`src/rtl/updown_load_counter.sv`:
```
// Up/down counter with parallel load: count updates one clk after inputs, registered output.
// No backpressure: load > count-enable > hold each edge; rst_n (active-high) clears asynchronously.
module updown_load_counter #(
    parameter int WIDTH = 4
) (
    input  logic             clk,
    input  logic             rst_n,
    input  logic             VPWR,
    input  logic             VGND,
    input  logic             en,
    input  logic             dn,
    input  logic             load,
    input  logic [WIDTH-1:0] data,
    output logic [WIDTH-1:0] count
);

    localparam logic [WIDTH-1:0] STEP = WIDTH'(1);

    logic [WIDTH-1:0] r_count;
    logic [WIDTH-1:0] w_count_nxt;
    // Supply pins are physical pass-throughs and must never reach the counter logic.
    logic             w_unused_supply;

    assign w_unused_supply = VPWR ^ VGND;

    always_comb begin
        w_count_nxt = r_count;
        if (load) begin
            w_count_nxt = data;
        end else if (en) begin
            w_count_nxt = dn ? (r_count - STEP) : (r_count + STEP);
        end
    end

    always_ff @(posedge clk or posedge rst_n) begin
        if (rst_n) begin
            r_count <= '0;
        end else begin
            r_count <= w_count_nxt;
        end
    end

    assign count = r_count;

endmodule

```
`config.mk`:
```
export PLATFORM = sky130hd
export DESIGN_NAME = updown_load_counter
export DESIGN_NICKNAME = d
export VERILOG_FILES = /design/src/rtl/updown_load_counter.sv
export SDC_FILE = /design/constraint.sdc
export NUM_CORES = 1
export LEC_CHECK = 0
export BUFFER_PORTS_ARGS = -buffer_cell sky130_fd_sc_hd__buf_2
export CAP_MARGIN = 20
export CORE_AREA = 8 8 45 47
export DETAILED_ROUTE_END_ITERATION = 6
export DIE_AREA = 0 0 53 55
export MAX_ROUTING_LAYER = met4
export PLACE_DENSITY = 0.48
export SETUP_SLACK_MARGIN = 0.02
export SYNTH_ARGS = -nofsm -noshare
export SYNTH_HDL_FRONTEND = slang
export SYNTH_SLANG_ARGS = --single-unit
```
`constraint.sdc`:
```
create_clock -name clk -period 4.1 [get_ports clk]
set_clock_uncertainty 0.15 [all_clocks]
set_input_delay 0.205 -clock clk [delete_from_list [all_inputs] [get_ports clk]]
set_output_delay 0.205 -clock clk [all_outputs]
set_load 0.01 [all_outputs]
```
# --- Word-level counts from Yosys, hierarchy flattened ---
# Index checks and enable logic that the tools add are counted.
word_totals:
  regBits: 4
  input_bits: 11
  output_inout_bits: 4
  elab_cells: 7
classes:
  n_addsub: 2
  n_mux: 3
  n_reduce_logical: 1
ops:
  columns: ["operator", "n"]
  rows:
  - ["$mux W4", 3]
  - ["$add A4 B1 Y4 const B", 1]
  - ["$sub A4 B1 Y4 const B", 1]
  - ["$reduce_bool A2 Y1", 1]

# --- Logic depth before layout (Yosys ltp) ---
depth:
  ltp_word: 4
  mapped_depth: 5
  depth_no_buf: 5

# --- Least setup slack after synthesis ---
# No wires, ideal clock.
synth_timing:
  path_type: "reg-to-reg"
  start: "reg r_count[0] (netlist: count[0])"
  end: "reg r_count[2] (netlist: count[2])"
  setup_time_ns: 0.132
  t_arrival_ns: 1.194
  required_time_ns: 3.818
  setup_slack_ns: 2.624
  path_stages_with_launch: 6
  path_buffers: 0
  period_less_slack_ns: 1.476
  cell_sequence: "dfrtp_1 inv_1 fa_1 xnor2_1 mux2i_1 o21ai_1"
synth_via:
  elab_chain_cells: 4
  word_cells_on_any_way: 5
  classes_between: "add/sub: 2; mux: 3"
synth_rtl:
  columns: ["element", "line", "source"]
  rows:
  - ["from (decl)", "19", "logic [WIDTH-1:0] r_count;"]
  - ["from (signal assigned)", "39", "r_count <= w_count_nxt;"]
  - ["$add A4 B1 Y4 or $sub A4 B1 Y4 (tied branches)", "31", "w_count_nxt = dn ? (r_count - STEP) : (r_count + STEP);"]
  - ["$mux W4 *", "31", null]
  - ["$mux W4 *", "30", "end else if (en) begin"]
  - ["$mux W4 *", "28", "if (load) begin"]
# Every way passes the cells marked *; elsewhere a longest branch is shown, timed or not. The select of a mux whose other input is x is not followed.
# A chain may end at the register's enable or synchronous reset.

# --- Worst setup path after layout ---
# Same ends and word-level chain as after synthesis.

==> results.rst <==
.. list-table::
   :header-rows: 1

   * - Metric
     - Value
   * - Outcome
     - complete, no violations
   * - Minimum setup slack after placement
     - 2560 ps
   * - 1st-pass router iterations
     - 2
   * - Portion of the clock cycle consumed by the worst path in the final layout
     - 36.6%
   * - Worst EP arrival
     - 1460 ps
   * - Leftover overflow at the end of global routing
     - 0
   * - Layout net count
     - 65
   * - Reported leakage power
     - 0.202 nW
   * - Power after layout
     - 0.148 mW
   * - Count of inserted antenna diode cells
     - 0
   * - Fmax achieved
     - 0.665 GHz
   * - Clock Sinks
     - 4
   * - Number of top-level pins
     - 15
   * - Cell chain of the critical path
     - inv_1 > fa_1 > xnor2_1 > mux2i_1 > o21ai_1
   * - Power per cell area
     - 358 nW/um2
   * - Iteration-0 DRC count of the detailed router
     - 4
   * - Share of synthesized area occupied by flip-flops and latches
     - 32.0%
   * - Hold Worst Slack
     - 38.4 ps
   * - Final HPWL from detailed placement
     - 623 um
   * - Final Non-Filler Cells
     - 65
   * - Fraction of layout cells with a size suffix above 1
     - 30.6%
   * - Internal cell power
     - 0.102 mW
   * - Slowest cell on the critical path
     - sky130_fd_sc_hd__fa_1
   * - Initial Util
     - 22.6%
   * - Max-slew headroom at the worst pin
     - 84.8%
   * - Max H-tree Level
     - 1
   * - Mapped Avg Cell Area
     - 8.94 um2
   * - Number of synthesized register bits
     - 4
   * - Bufs and invs on worst path
     - 1
   * - Placed insts
     - 61
   * - Measured slew at the worst slew-check pin
     - 225 ps
   * - Critical Path Max Stage Delay
     - 410 ps
   * - Netlist area before placement
     - 313 um2
   * - Leading post-synthesis cells by cell area
     - sky130_fd_sc_hd__dfrtp_1 32%, sky130_fd_sc_hd__ha_1 8.0%, sky130_fd_sc_hd__fa_1 6.4%, sky130_fd_sc_hd__xnor2_1 5.6%, sky130_fd_sc_hd__o21ai_1 4.8%
   * - Distinct cells, synth
     - 19
   * - Final Util
     - 29.9%
   * - Final-layout setup total negative slack
     - 0 ps
   * - Cell family contributing the most delay on the critical path
     - adder cells
   * - Net load switching power
     - 0.0459 mW
   * - Switching power as a share of total power
     - 31.0%
   * - CTS tree
     - yes
   * - Instance area after placement
     - 382 um2
   * - Placement row count
     - 14
   * - Final count of hold timing violations
     - 0
   * - Type of the most critical hold path
     - in -> reg
   * - Maximum root-to-sink buffer count
     - 2
   * - Startpoint type of the worst setup path
     - flop
   * - Type of element capturing the critical path
     - flop
   * - IR Drop Worst-Case VDD
     - 0.112 mV
   * - Vias
     - 285
   * - Worst-path clk slew
     - 40 ps
   * - Input/output buffers
     - 12
   * - Setup Crit Path Kind
     - reg -> reg
   * - Worst-skew pair later-pin latency
     - 230 ps
   * - First-pass GRT wire length
     - 1210 um
   * - Relative contribution of combinational cells to total power
     - 32.8%
   * - Layout overhead on the synthesized area
     - 32.4%
   * - Part of the total power dissipated in the clock network
     - 31.8%
   * - Overall die width
     - 53 um
   * - Number of buffers added for setup after CTS
     - 0
   * - Total global routing track utilization
     - 6.09%
   * - Via count of the first global-routing pass
     - 306
   * - Core region area
     - 1380 um2
   * - Post-synth top area cell
     - sky130_fd_sc_hd__dfrtp_1
   * - Final Setup Violations
     - 0
   * - Crit Reg-Reg Startpoint
     - count[0]
   * - Number of antenna violations at the first check in global routing
     - 0
   * - Maximum Capacitance Violations
     - 0
   * - Syn. warnings
     - 0
   * - Net count of the mapped netlist
     - 49
   * - Final count of pins violating max slew
     - 0
   * - Largest register FFs
     - 4
   * - Final Worst Setup Slack
     - 2600 ps
   * - Routed Wire Length
     - 786 um
   * - Die extent in y
     - 55 um
   * - Share of total power in sequential cells
     - 35.4%
   * - Pin count of the biggest net entering global routing
     - 13
   * - Startpoint of the worst setup timing path
     - count[0]
   * - Die Area
     - 2920 um2
   * - Number of routed nets with antenna violations
     - 0
   * - Final min period
     - 1500 ps
   * - Clock root buffer master
     - sky130_fd_sc_hd__clkbuf_4
   * - Gates resized, CTS repair
     - 0
   * - Cells after synthesis
     - 35
   * - Average wire length per cell after detail routing
     - 12.1 um
   * - Yosys top cell area share
     - 32.0%
   * - Ratio of routed vias to standard cells
     - 4.38
   * - Routability cong.
     - 0.654
   * - Required time of the worst setup path
     - 4060 ps
   * - Highest fanout seen on the critical path
     - 4
   * - Worst hold path startpoint
     - data[2]
   * - Residual DRC count
     - 0
   * - RSZ-0062 raised after global routing
     - false
   * - Summed area of non-filler cells in the final layout
     - 414 um2
   * - Number of clock buffers inserted by TritonCTS
     - 3
worst paths after layout:
kind / to / slack [ps] / depth (start not counted)
setup / recovery: count[2] / 2600 / 5
hold / removal: count[2] / 40 / 3
setup reg to reg: count[2] / 2600 / 5
hold reg to reg: count[2] / 440 / 2
max in group asynchronous: count[0] / 3400 / 3
min in group asynchronous: count[1] / 250 / 3
power by group through the flow:
stage                     registers (mW)  clock network (mW)  logic (mW)
final                             0.0524              0.0472      0.0486
after global routing              0.0535              0.0538      0.0542
after floorplan                   0.0547                   0      0.0293
after global placement            0.0529                   0      0.0476
after CTS                         0.0525              0.0502      0.0501
after detailed placement          0.0531                   0      0.0490
cells in the final DEF (no fill, tap or decap):
| cell type | netlist | layout |
|---|---|---|
| sky130_fd_sc_hd__clkbuf_4 | 0 | 3 |
| sky130_fd_sc_hd__mux2i_1 | 1 | 1 |
| sky130_fd_sc_hd__o211ai_1 | 1 | 1 |
| sky130_fd_sc_hd__xnor2_1 | 2 | 2 |
| sky130_fd_sc_hd__dlygate4sd3_1 | 0 | 1 |
| sky130_fd_sc_hd__or4b_1 | 1 | 1 |
| sky130_fd_sc_hd__o21ai_0 | 1 | 1 |
| sky130_fd_sc_hd__nor4bb_1 | 1 | 1 |
| sky130_fd_sc_hd__inv_1 | 4 | 4 |
| sky130_fd_sc_hd__buf_2 | 0 | 12 |
| sky130_fd_sc_hd__nor3b_1 | 2 | 2 |
| sky130_fd_sc_hd__o21ai_1 | 3 | 3 |
| sky130_fd_sc_hd__ha_1 | 2 | 2 |
| sky130_fd_sc_hd__dfrtp_1 | 4 | 4 |
| sky130_fd_sc_hd__nand3b_1 | 1 | 1 |
| sky130_fd_sc_hd__nand3_1 | 2 | 2 |
| sky130_fd_sc_hd__a22o_1 | 1 | 1 |
| sky130_fd_sc_hd__a21oi_1 | 2 | 2 |
| sky130_fd_sc_hd__fa_1 | 1 | 1 |
| sky130_fd_sc_hd__nand2_1 | 4 | 4 |
layout make-up:
cell class / count / area [um2]
Clock buffer: 3 / 22.5
Fill cell: 162 / 970
Inverter: 4 / 15.0
Multi-Input combinational cell: 25 / 186
Sequential cell: 4 / 100
Tap cell: 16 / 20.0
Timing Repair Buffer: 13 / 70.1
logic make-up after synthesis:
logic type	count (synthesis)	synth area share, %
and+or+nand+nor	11	21.6
xor gates and xnor gates	2	5.60
buffers and inverters	6	8.40
muxes	1	3.20
adders and majority gates	3	14.4
DFF	4	32.0
AOI/OAI and AO/OA	8	14.8
worst register-to-register path, cell delays in order (launching register included):
cell	delay (ps)
sky130_fd_sc_hd__dfrtp_1	390
sky130_fd_sc_hd__inv_1	80
sky130_fd_sc_hd__fa_1	410
sky130_fd_sc_hd__xnor2_1	140
sky130_fd_sc_hd__mux2i_1	140
sky130_fd_sc_hd__o21ai_1	70
repair_timing:
item                                   in CTS  in global routing
endpoints found under the hold margin       4                  0
setup endpoints to repair                   0                  0
hold buffers                                1                  0
metal layers:
metal | vias up | share of wire (%) | GRT usage (%)
met1 | 125 | 48 | 6.27
met4 | 0 | 0 | 6.47
met2 | 9 | 42 | 8.59
met3 | 0 | 9.9 | 2.14
li1 | 151 | - | -
met5 | - | 0 | -
cell usage after synthesis:
library cell / number
sky130_fd_sc_hd__fa_1: 1
sky130_fd_sc_hd__a21oi_1: 2
sky130_fd_sc_hd__o21ai_0: 1
sky130_fd_sc_hd__buf_4: 1
sky130_fd_sc_hd__nand3_1: 2
sky130_fd_sc_hd__or4b_1: 1
sky130_fd_sc_hd__a22o_1: 1
sky130_fd_sc_hd__clkbuf_1: 1
sky130_fd_sc_hd__o211ai_1: 1
sky130_fd_sc_hd__nor4bb_1: 1
sky130_fd_sc_hd__nor3b_1: 2
sky130_fd_sc_hd__o21ai_1: 3
sky130_fd_sc_hd__dfrtp_1: 4
sky130_fd_sc_hd__ha_1: 2
sky130_fd_sc_hd__xnor2_1: 2
sky130_fd_sc_hd__nand2_1: 4
sky130_fd_sc_hd__inv_1: 4
sky130_fd_sc_hd__mux2i_1: 1
sky130_fd_sc_hd__nand3b_1: 1
(Power assumes the default switching activity.)
